[config.mk]
export PLATFORM = sky130hd
export DESIGN_NAME = sonic_measure
export DESIGN_NICKNAME = d
export VERILOG_FILES = /design/src/rtl/sonic_measure.sv
export SDC_FILE = /design/constraint.sdc
export NUM_CORES = 1
export LEC_CHECK = 0
export CAP_MARGIN = 0
export CORE_UTILIZATION = 30
export CTS_CLUSTER_SIZE = 25
export DETAILED_ROUTE_END_ITERATION = 10
export PLACE_DENSITY = 0.5
export SLEW_MARGIN = 20
export SYNTH_ARGS = -nofsm -noshare
export SYNTH_HDL_FRONTEND = slang
export SYNTH_SLANG_ARGS = --single-unit
[constraint.sdc]
create_clock -name clk -period 6.4 [get_ports clk]
set_input_delay 0.64 -clock clk [delete_from_list [all_inputs] [get_ports clk]]
set_output_delay 0.64 -clock clk [all_outputs]
set_load 0.005 [all_outputs]
[src/rtl/sonic_measure.sv]
// Ultrasonic range measurement: fires the sensor trigger, times the echo pulse
// and reports the distance in millimetres with a one-cycle o_read strobe.
module sonic_measure #(
  parameter int unsigned TRIG_CYCLES    = 500,
  parameter int unsigned CYCLES_PER_MM  = 292,
  parameter int unsigned TIMEOUT_CYCLES = 1500000,
  parameter int unsigned HOLDOFF_CYCLES = 3000000
) (
  input  logic        clk,
  input  logic        rst,
  input  logic        i_start,
  input  logic        i_echo,
  output logic        o_trig,
  output logic [31:0] o_distance,
  output logic        o_read,
  output logic        o_idle,
  output logic        o_timeout
);

  localparam logic [31:0] TRIG_LAST = 32'(TRIG_CYCLES - 1);
  localparam logic [31:0] TMO_LAST  = 32'(TIMEOUT_CYCLES - 1);
  localparam logic [31:0] HOLD_LAST = 32'(HOLDOFF_CYCLES - 1);
  localparam logic [31:0] CPM       = 32'(CYCLES_PER_MM);
  localparam logic [31:0] MM_MAX    = 32'hFFFF_FFFE;

  typedef enum logic [2:0] {
    S_IDLE,
    S_TRIG,
    S_WAIT_ECHO,
    S_MEASURE,
    S_DONE,
    S_HOLDOFF
  } state_e;

  state_e      state_q, state_d;
  logic [31:0] cnt_q, cnt_d;
  logic [31:0] tmo_q, tmo_d;
  logic [31:0] sub_q, sub_d;
  logic [31:0] mm_q, mm_d;
  logic        echo_m_q, echo_s_q, echo_d_q;
  logic        echo_rise;
  logic        res_to_d;
  logic [31:0] res_dist_d;
  logic        trig_q, read_q, idle_q, timeout_q;
  logic [31:0] dist_q;

  // Two-flop synchronizer for the asynchronous echo, plus one delay flop for edge detect.
  always_ff @(posedge clk or posedge rst) begin
    if (rst) begin
      echo_m_q <= 1'b0;
      echo_s_q <= 1'b0;
      echo_d_q <= 1'b0;
    end else begin
      echo_m_q <= i_echo;
      echo_s_q <= echo_m_q;
      echo_d_q <= echo_s_q;
    end
  end

  assign echo_rise = echo_s_q & ~echo_d_q;

  always_comb begin
    state_d  = state_q;
    cnt_d    = cnt_q;
    tmo_d    = tmo_q;
    sub_d    = sub_q;
    mm_d     = mm_q;
    res_to_d = 1'b0;
    unique case (state_q)
      S_IDLE: begin
        cnt_d = 32'd0;
        if (i_start) state_d = S_TRIG;
      end
      S_TRIG: begin
        if (cnt_q == TRIG_LAST) begin
          state_d = S_WAIT_ECHO;
          cnt_d   = 32'd0;
          tmo_d   = 32'd0;
        end else begin
          cnt_d = cnt_q + 32'd1;
        end
      end
      S_WAIT_ECHO: begin
        tmo_d = tmo_q + 32'd1;
        if (tmo_q == TMO_LAST) begin
          state_d  = S_DONE;
          res_to_d = 1'b1;
        end else if (echo_rise) begin
          state_d = S_MEASURE;
          sub_d   = 32'd1;
          mm_d    = 32'd0;
        end
      end
      S_MEASURE: begin
        tmo_d = tmo_q + 32'd1;
        // Timeout is tested first so it wins over an echo falling in the same cycle.
        if (tmo_q == TMO_LAST) begin
          state_d  = S_DONE;
          res_to_d = 1'b1;
        end else if (!echo_s_q) begin
          state_d = S_DONE;
        end else if (sub_q + 32'd1 == CPM) begin
          sub_d = 32'd0;
          if (mm_q != MM_MAX) mm_d = mm_q + 32'd1;
        end else begin
          sub_d = sub_q + 32'd1;
        end
      end
      S_DONE: begin
        state_d = S_HOLDOFF;
        cnt_d   = 32'd0;
      end
      S_HOLDOFF: begin
        if (cnt_q == HOLD_LAST) begin
          state_d = S_IDLE;
          cnt_d   = 32'd0;
        end else begin
          cnt_d = cnt_q + 32'd1;
        end
      end
      default: state_d = S_IDLE;
    endcase
  end

  assign res_dist_d = res_to_d ? 32'hFFFF_FFFF : mm_q;

  always_ff @(posedge clk or posedge rst) begin
    if (rst) begin
      state_q   <= S_IDLE;
      cnt_q     <= 32'd0;
      tmo_q     <= 32'd0;
      sub_q     <= 32'd0;
      mm_q      <= 32'd0;
      trig_q    <= 1'b0;
      read_q    <= 1'b0;
      idle_q    <= 1'b1;
      timeout_q <= 1'b0;
      dist_q    <= 32'd0;
    end else begin
      state_q <= state_d;
      cnt_q   <= cnt_d;
      tmo_q   <= tmo_d;
      sub_q   <= sub_d;
      mm_q    <= mm_d;
      trig_q  <= (state_d == S_TRIG);
      read_q  <= (state_d == S_DONE);
      idle_q  <= (state_d == S_IDLE);
      // Result registers load on entry to DONE so they are valid alongside o_read.
      if (state_d == S_DONE) begin
        dist_q    <= res_dist_d;
        timeout_q <= res_to_d;
      end
    end
  end

  assign o_trig     = trig_q;
  assign o_read     = read_q;
  assign o_idle     = idle_q;
  assign o_timeout  = timeout_q;
  assign o_distance = dist_q;

endmodule

==> impl_metrics.toml <==
[route]
vias = 7294
drt_iter0_markers = 500
drc = 0
drtAntennaViolNets = 0
routed_wl_um = 22380
wl_per_cell_um = 16.28
routed_via_density = 5.309
firstDrtPassIters = 5

[synth]
synth_edf_count = 0
synth_top_family_by_area = "simple AND/OR/NAND/NOR gates"
ys_seq_area_share_pct = 47.67
synth_ff_type = "dfrtp_1"
synth.area.mux_share_pct = 0.5746
syn_area_per_cell_um2 = 9.299
synth_area_leaders = "dfrtp_1, nand2_1, nand3_1"
synthDistinctLibCells = 69
synth_xor_area_share_pct = 3.826
synth_compound_area_share_pct = 18.08
synth_adder_area_share_pct = 0.7008
synthCells = 960
ys.warnings.count = 0
yosys_register_bits = 170
synthSimpleGateAreaFrac_pct = 26.24
synth_top_area_share_pct = 47.37
yosysTopAreaCell = "dfrtp_1"
async_flop_share_pct = 100.0
synth_area_um2 = 8927
synth_nets = 969

[setup_path]
worst_setup_path_end_kind = "register"
r2r_end = "mm_q[26]$_DFFE_PP0P_"
crit_path_end = "mm_q[26]$_DFFE_PP0P_"
cp-start-kind = "register"
cp.required_ps = 6750
cp.arrival_ps = 4290
path_class = "reg -> reg"
cp_max_fo = 16
critPathLaunch = "sub_q[7]$_DFFE_PP0P_"
timing.rr.start = "sub_q[7]$_DFFE_PP0P_"
worst_r2r_path_depth = 9
rrSetupSlack_ps = 2460

[sta]
max_slew.worst_pin.slew_ps = 1060
slew_violations = 0
rsz0062_at_grt = "false"
fin_crit_ps = 3940
whs_ps = 378.5
finalSetupTns_ps = 0
fmax_mhz = 253.8
finalHoldViolCount = 0
fin_skew_ps = 15.11
setup_viol = 0
min_period_over_period_pct = 61.56
slew_headroom_pct = 29.10

[finish]
mostFrequentLayoutCell = "dfrtp_1"
layout_common_cells = "dfrtp_1, nand2_1, nand3_1"
nets = 987
layout-drive-gt1-share_pct = 6.869
n_fill_cell = 2980
antennaDiodeCount = 0
areaGrowthSynthToFinish_pct = 14.74

[pwr]
pwr-share-clk_pct = 45.2
power_frac_seq_pct = 51.7
p_switching_w = 0.0005378
comb_power_share_pct = 3.1
ir_drop_v = 0.0001945
totalPowerFinal_w = 0.002160
powerDensity_nw_per_um2 = 210.8
p_sw_share_pct = 24.90
internal_power_w = 0.001622
leakage_nw = 4.165

[floorplanning]
io_pins = 40
initial_core_util_pct = 30.77
die_w_um = 174.5
fp.dieH_um = 174.5
core-area_um2 = 29010
rows = 62
die_area_um2 = 30450

[grt]
overflow = 0
met1_usage_pct = 21.83
grt.busiest_layer = "met2"
grt_antenna_before_repair = 0
grt_first_pass_wirelength_um = 38010
grt_pass1_vias = 6991
grt_max_degree = 62
met3_usage_pct = 3.521
grt_use_met2_pct = 24.24
grt_usage_pct = 15.50

[clock_network]
post_cts_buffers = 0
insertion_delay_ps = 430
postCtsHoldBufs = 0
cts_buffers = 17
cts_buffer_depth = 2
cts_sinks = 170
htreeDepth = 4
cts_tree = "built"
cts.reportedPaths.clkPinSlew_ps = 70
post_cts_resized = 0
clockRootBuffer = "clkbuf_16"

[job]
drv_cap = 0

[place]
place.gp.congestion = 0.7927
dp_hpwl_um = 14950
io_buffers = 39

[outcome]
outcome = "complete, no violations"

[min_path]
hp-class = "reg -> reg"
==> how the worst min path moves through the flow <==
stage                                    end  cells past startpoint          startpoint
after floorplan           echo_s_q$_DFF_PP0_                      0  echo_m_q$_DFF_PP0_
after global placement    echo_s_q$_DFF_PP0_                      0  echo_m_q$_DFF_PP0_
after detailed placement  echo_s_q$_DFF_PP0_                      0  echo_m_q$_DFF_PP0_
after CTS                 echo_s_q$_DFF_PP0_                      0  echo_m_q$_DFF_PP0_
after global routing      echo_s_q$_DFF_PP0_                      0  echo_m_q$_DFF_PP0_
final                     echo_s_q$_DFF_PP0_                      0  echo_m_q$_DFF_PP0_
==> metrics by stage <==
| stage | instances | area [µm²] | setup WS [ps] | util, % |
|---|---|---|---|---|
| 2_1_floorplan | 960 | 8927 | 1158 | - |
| 3_3_place_gp | 1343 | 9701 | 2592 | 33.44 |
| 3_5_place_dp | 1343 | 9701 | 2530 | 33.44 |
| 4_1_cts | 1374 | 10240 | 2523 | 35.29 |
| 5_1_grt | 1374 | 10240 | 2257 | 35.31 |
| 6_report | 1374 | 10240 | 2460 | 35.31 |
==> cells by family after synthesis <==
family,after synthesis
AO/OA/AOI/OAI,232
buffers and inverters,65
adder cells (fa/ha/maj),5
XOR/XNOR,39
multiplexers,5
flip-flops,170
AND/OR/NAND/NOR,444
==> synthesized netlist by cell type (7+ instances only) <==
master,count
or3_1,10
nand3_1,80
nand2b_1,9
clkbuf_1,43
o41ai_1,8
nand2_1,115
or4_1,13
or2_2,7
o31ai_1,26
a31oi_1,15
nor3_1,20
xor2_1,23
o211ai_1,24
and3_1,33
and2_1,10
nor4_1,13
o22a_1,32
and4_1,12
a21oi_1,19
o21ai_0,70
dfrtp_1,169
inv_1,14
xnor2_1,16
nand4_1,31
nor2_1,64
a21o_1,7
==> power by group through the flow <==
stage | logic [W] | clock network (W) | registers, W
2_1_floorplan | 0.0000526 | 0 | 0.00113
3_3_place_gp | 0.0000689 | 0 | 0.00114
3_5_place_dp | 0.0000702 | 0 | 0.00114
4_1_cts | 0.0000692 | 0.00100 | 0.00112
5_1_grt | 0.0000793 | 0.00106 | 0.00112
6_report | 0.0000665 | 0.000976 | 0.00112
==> metal layers <==
layer,part of all wire [%],up-vias
met4,0.66,0
met2,46,96
met5,0,-
met1,50,3572
met3,3.4,12
li1,-,3614
==> state kept, by name, indices dropped and copies added (netlist names) <==
name and count:
o_read 1, echo_d_q 1, o_distance 32, o_idle 1, cnt_q 32, tmo_q 32, echo_m_q 1, echo_s_q 1
o_trig 1, sub_q 32, o_timeout 1, state_q 3, mm_q 32
==> layout make-up <==
cell class	instances	area [µm²]	share of cell area (%)
multi-input combinational	725	4439	43.34
sequential	170	4255	41.54
tap	384	480.5	4.690
timing repair buffer	50	473.0	4.617
clock buffer	17	425.4	4.153
clock inverter	14	112.6	1.099
inverter	14	57.56	0.5619
==> worst max-delay path: stages, from the launching register on <==
cell and delay (ps):
dfrtp_1 550, nand3_4 190, or3_4 440, nor3_1 420, xor2_1 120, a2111o_1 390
or2_1 270, or4_1 830, or4_1 570, o211ai_1 90
(Power assumes the default switching activity.)
